## config.mk

```make
export PLATFORM = sky130hd
export DESIGN_NAME = chunked_adder
export DESIGN_NICKNAME = d
export VERILOG_FILES = /design/src/rtl/chunked_adder.sv
export SDC_FILE = /design/constraint.sdc
export NUM_CORES = 1
export LEC_CHECK = 0
export ABC_AREA = 1
export BUFFER_PORTS_ARGS = -buffer_cell sky130_fd_sc_hd__buf_4
export CAP_MARGIN = 20
export CORE_MARGIN = 4
export CORE_UTILIZATION = 35
export DETAILED_ROUTE_END_ITERATION = 10
export PLACE_DENSITY = 0.62
export SLEW_MARGIN = 20
export SYNTH_ARGS = -nofsm -noshare
export SYNTH_HDL_FRONTEND = slang
export SYNTH_SLANG_ARGS = --single-unit
```

## constraint.sdc

```tcl
create_clock -name clk -period 3.5 [get_ports clk]
set_input_delay 0.7 -clock clk [delete_from_list [all_inputs] [get_ports clk]]
set_output_delay 0.7 -clock clk [all_outputs]
set_load 0.02 [all_outputs]
```

## src/rtl/chunked_adder.sv

```systemverilog
// chunked_adder: multi-cycle adder, CHUNK bits per clock with in-chunk lookahead; define ADDER_SUB_EN for the sub port
module chunked_adder #(
  parameter int WIDTH = 32,
  parameter int CHUNK = 2
) (
  input  logic             clk,
  input  logic             reset_n,
  input  logic             in_valid,
  output logic             in_ready,
  input  logic [WIDTH-1:0] a,
  input  logic [WIDTH-1:0] b,
  input  logic             cin,
`ifdef ADDER_SUB_EN
  input  logic             sub,
`endif
  output logic             out_valid,
  input  logic             out_ready,
  output logic [WIDTH-1:0] sum,
  output logic             cout,
  output logic             ovf
);
  localparam int NCHUNK = WIDTH / CHUNK;
  localparam int IW = NCHUNK > 1 ? $clog2(NCHUNK) : 1;
  localparam logic [IW-1:0] LAST = IW'(NCHUNK - 1);
  typedef enum logic [1:0] {IDLE, RUN, DONE} state_t;
  state_t state, state_nx;
  logic [WIDTH-1:0] ra, rb, eff_b;
  logic carry, eff_cin, accept, last, pp;
  logic [IW-1:0] idx;
  logic [CHUNK-1:0] ca, cb, g, p, cs;
  logic [CHUNK:0] c;
`ifdef ADDER_SUB_EN
  assign eff_b   = sub ? ~b : b;
  assign eff_cin = sub | cin;
`else
  assign eff_b   = b;
  assign eff_cin = cin;
`endif
  assign in_ready  = state == IDLE;
  assign out_valid = state == DONE;
  assign accept    = in_valid & in_ready;
  assign last      = idx == LAST;
  assign ca = ra[idx*CHUNK +: CHUNK];
  assign cb = rb[idx*CHUNK +: CHUNK];
  assign g  = ca & cb;
  assign p  = ca | cb;
  assign cs = ca ^ cb ^ c[CHUNK-1:0];
  // two-level lookahead: each carry is an OR of generate terms gated by the propagate chain, seeded by the carry register
  always_comb begin
    c = '0;
    pp = 1'b0;
    c[0] = carry;
    for (int i = 0; i < CHUNK; i++) begin
      c[i+1] = g[i];
      pp = p[i];
      for (int j = i - 1; j >= 0; j--) begin
        c[i+1] = c[i+1] | (pp & g[j]);
        pp = pp & p[j];
      end
      c[i+1] = c[i+1] | (pp & carry);
    end
  end
  // state register
  always_ff @(posedge clk or negedge reset_n) begin
    if (!reset_n) state <= IDLE;
    else state <= state_nx;
  end
  // next state: accept in IDLE, finish on last chunk, release on result handshake
  always_comb begin
    state_nx = state;
    state_nx = state == IDLE ? (accept ? RUN : IDLE) :
               state == RUN  ? (last ? DONE : RUN) :
                               (out_ready ? IDLE : DONE);
  end
  // datapath: latch operands on accept, then fold in one chunk per cycle
  always_ff @(posedge clk or negedge reset_n) begin
    if (!reset_n) begin
      ra <= '0;
      rb <= '0;
      carry <= 1'b0;
      idx <= '0;
      sum <= '0;
      cout <= 1'b0;
      ovf <= 1'b0;
    end else if (accept) begin
      ra <= a;
      rb <= eff_b;
      carry <= eff_cin;
      idx <= '0;
    end else if (state == RUN) begin
      sum[idx*CHUNK +: CHUNK] <= cs;
      carry <= c[CHUNK];
      idx <= last ? '0 : idx + 1'b1;
      if (last) begin
        cout <= c[CHUNK];
        ovf <= c[CHUNK] ^ c[CHUNK-1];
      end
    end
  end
endmodule

```

# ---- Yosys cells after proc, flatten, opt, wreduce, memory -nomap -nowiden
# Cells that the tools add are included.
dict set report classes {
  add_sub_neg 2
  eq_ne 3
  n_shift 4
  n_mux 11
  n_bitwise 14
  n_reduce_logical 4
}
# op count
set op_table {}
lappend op_table {{$shiftx 32x6->2} 2}
lappend op_table {{$neg 5->34} 1}
lappend op_table {{$shift 2x34->32 const A} 1}
lappend op_table {{$shiftx 2x34->32} 1}
lappend op_table {{$bwmux 32} 1}
lappend op_table {{$mux 4} 3}
lappend op_table {{$mux 2} 4}
lappend op_table {{$and 1x1->1} 5}
lappend op_table {{$add 4x1->4 const B} 1}
lappend op_table {{$eq 4x4->1 const B} 1}
lappend op_table {{$xor 2x2->2} 2}
lappend op_table {{$mux 1} 3}
lappend op_table {{$or 1x1->1} 3}
lappend op_table {{$reduce_and 3->1} 1}
lappend op_table {{$and 2x2->2} 1}
lappend op_table {{$eq 2x1->1 const B} 1}
lappend op_table {{$eq 2x2->1 const B} 1}
lappend op_table {{$logic_not 2->1} 1}
lappend op_table {{$or 2x2->2} 1}
lappend op_table {{$reduce_and 2->1} 1}
lappend op_table {{$reduce_bool 2->1} 1}
lappend op_table {{$not 1->1} 1}
lappend op_table {{$xor 1x1->1} 1}
dict set report word_totals {
  regBits 105
  output_inout_bits 36
}

# ---- Depth between registers and ports, before layout
dict set report depth {
  word_depth 7
  ltp_mapped 15
  ltp_nobuf 14
}

# ---- Least setup slack after synthesis
# OpenSTA, ideal clock, no wires.
dict set report synth_path {
  kind {flip-flop to flip-flop}
  from {register idx[0]}
  to {register sum[17]}
  setup_time_ns 0.083
  arrival_time_ns 2.192
  path_slack_ns 1.225
  stages_incl_launch_ff 14
  n_path_buf 2
  path_cell_list {dfrtp_1 buf_2 buf_2 nand2_1 nand2_1 a21oi_1 nor3_1 nand2b_1 fa_1 xor2_1 inv_1 nor2_1 nand2_1 o21ai_0}
}
dict set report synth_via {
  elab_chain_cells 7
  word_cells_on_any_way 12
  classes_between {add/sub: 1; shift: 4; mux: 1; bitwise: 6}
}
# item line_no
set synth_rtl {}
lappend synth_rtl {{start, declared} 29} ;# logic [IW-1:0] idx;
lappend synth_rtl {{start signal, assigned} 93} ;# idx <= last ? '0 : idx + 1'b1;
lappend synth_rtl {{$shiftx 32x6->2 (on tied branches)} {43, 44}}
lappend synth_rtl {{$or 2x2->2} 46} ;# assign p = ca | cb;
lappend synth_rtl {{$and 1x1->1} 60} ;# c[i+1] = c[i+1] | (pp & carry);
lappend synth_rtl {{$or 1x1->1} 60}
lappend synth_rtl {{$xor 2x2->2} 47} ;# assign cs = ca ^ cb ^ c[CHUNK-1:0];
lappend synth_rtl {{$shiftx 2x34->32} 91} ;# sum[idx*CHUNK +: CHUNK] <= cs;
lappend synth_rtl {{$bwmux 32 *} 91}
lappend synth_rtl {{end signal, assigned by index} 91}
lappend synth_rtl {{end, declared} 18} ;# output logic [WIDTH-1:0] sum,
# Mark *: on every way between the ends. The rest lies on a longest branch, timed or not.
# A chain may end at the register's enable or synchronous reset.

# ---- Worst setup path after layout
dict set report layout_path {
  from {register idx[2]}
  to {register sum[17]}
}
# Same word-level chain as after synthesis.

==> out/summary.txt <==
status = completed
Commonest cells post-synth = 342 x nand2_1, 105 x dfrtp_1, 41 x nand3_1
pwr dens = 961 mW/mm2
Setup CP Type = flop to flop
# DRC = 0
worst endpoint required time = 3.77 ns
Setup crit start kind = flop
Core ar. = 0.0140 mm2
fin crit share = 82.4%
clock sink count = 105
Final setup viols = 0
Arr. time, crit path = 3.15 ns
I/O Buffers = 104
prevailing post-synth register cell = dfrtp_1
fin cells = 935
fin. max-slew vios = 0
Max clock buf depth = 2
CTS Buf Count = 9
largest net degree at the start of global routing = 72
I/O pins = 105
setup ws final = 0.615 ns
Setup Fix Bufs, Post-CTS = 0
Ant. Diodes = 0
Vias per Instance = 4.63
count leader, synth = nand2_1
Vias = 4326
TritonCTS clock tree = yes
first-pass GRT wire length = 21500 um
asr flop ratio synth = 100%
Antenna Violating Nets Remaining = 0
Final Net Count = 830
Final min period = 2.88 ns
largest cells by area after synthesis = dfrtp_1 52%, nand2_1 25%, nand3_1 4.1%
Cell Rows = 43
initial antenna violation count = 0
Final Hold Fails = 0
CTS clock-pin slew for the worst setup and hold paths = 0.07 ns
die area = 0.0164 mm2
Slew @ Worst Pin = 0.903 ns
Die X-Extent = 128 um
syn_nets = 731
headroom to the max-slew limit = 39.8%
Synthesis Warnings = 0
die height = 128 um
vias in the first global route = 4506
GRT Overall Usage = 16.2%
gpl congestion = 0.849
TNS Setup = 0 ns
Peak supply drop = 0.407 mV
Synth Cell Area = 0.00505 mm2
DP Cell Count = 919
routed wire length = 12700 um
final setup skew = 0.0108 ns
CTS-repair resized insts = 0
Worst setup EP type = flop
RSZ-0062 raised after global routing = no
Fmax = 347 MHz
Area Overhead vs Synth = 25.1%
pre-CTS WS = 0.673 ns
clk root buf = clkbuf_16
layout cell share with drive strength beyond 1 = 19.6%
CTS Hold Bufs = 0
WL per Instance = 13.5 um
worst skew pair latency = 0.36 ns
Starting Density = 36.1%
H-tree levels = 3
number of flops mapped to enable cells by yosys = 0
leakage = 3.36 nW
area leader, netlist = dfrtp_1
Synth top area share = 52.1%
sequential share of the synthesized area = 52.1%
Max-cap violations = 0
Distinct cells, synth = 30
crit-path max FO = 8
Mapped Cells = 651
Avg Inst Size Synth = 7.75 um2
fillers = 1419
min-delay worst type = input port to async pin
worst hold slack = 0.466 ns
DRT iter0 DRCs = 298
first-pass iteration count of the detailed router = 5
post-detail-place hpwl = 9480 um
GRT overflow = 0
register bit total from synthesis = 105
[layout by cell type, fill, tap and decap left out]
cell and count:
clkbuf_8 1, nand3b_1 1, bufinv_16 1, nor3_4 1, nor2_4 3, o21ai_1 11
dfrtp_1 105, o21ai_0 22, nand2_4 1, inv_2 7, inv_8 2, nand4_2 1
nand4_1 2, nand2_1 341, xor2_1 2, inv_1 29, fa_1 1, nand2b_1 2
nor2_2 2, nand3_1 41, nor2_8 1, nand2_2 3, buf_4 111, clkbuf_16 9
o21bai_1 2, inv_6 3, ha_1 10, nor2_1 21, nor3_1 4, a21oi_1 9
nand3_2 2, o22ai_1 4
[stage by stage]
step / total power [W] / utilization (%) / instance area (um2)
after floorplan: 0.00411 / - / 5050
after global placement: 0.00495 / 42.9 / 6000
after detailed placement: 0.00502 / 42.9 / 6000
after CTS: 0.00612 / 45.1 / 6310
after global routing: 0.00664 / 45.1 / 6310
final: 0.00607 / 45.1 / 6310
[critical path: stages (launching register included)]
cell and delay [ns]:
dfrtp_1 0.66, inv_2 0.12, nor2_2 0.34, nand3_1 0.13, nand2_1 0.08, inv_1 0.04
nand3b_1 0.07, o21ai_1 0.16, fa_1 0.44, xor2_1 0.22, inv_1 0.10, nor2_1 0.21
nand2_1 0.07, o21ai_0 0.17
[sequential cells by signal, summed over array words and instances, names as in the netlist]
register,flops
ra,32
rb,32
sum,32
idx,4
state,2
carry,1
cout,1
ovf,1
[report_power, final]
group	switching (W)	internal, W	total (W)
Sequential	0.000370	0.00172	0.00209
Clock	0.000479	0.000592	0.00107
Combinational	0.00189	0.00102	0.00291
[path summary, 6_finish.rpt]
path,start,endpoint,slack [ns],depth (start not counted)
min,reset_n,ovf,0.47,1
max in group asynchronous,reset_n,sum[1],2.26,2
min reg2reg,rb[23],rb[23],0.48,2
min in group clk,rb[23],rb[23],0.48,2
max reg2reg,idx[2],sum[17],0.62,13
max,idx[2],sum[17],0.62,13
[cell type report]
cell class                      instances  area [um2]  share of cell area, %
Clock buffer                           10         239                   3.79
Clock inverter                          6        78.8                   1.25
Inverter                               36         135                   2.14
Multi-Input combinational cell        487        2170                   34.4
Sequential cell                       105        2630                   41.6
Tap cell                              180         225                   3.57
Timing Repair Buffer                  111         833                   13.2
[kinds of logic (layout without fill, tap and decap cells)]
family,count (synthesis),after routing,synth area share [%]
compound gates,48,48,4.96
fa+ha+maj,11,11,2.88
flops,105,105,52.1
buf+inv,59,163,4.91
simple gates,426,426,34.9
xor+xnor,2,2,0.347
[routing by layer]
metal	track usage, %	vias up	part of all wire [%]
met5	0	-	0
met4	6.37	0	1.8
met3	3.50	21	5.3
met2	25.4	116	45
met1	22.0	1961	47
li1	-	2228	-
(Power assumes the default switching activity.)
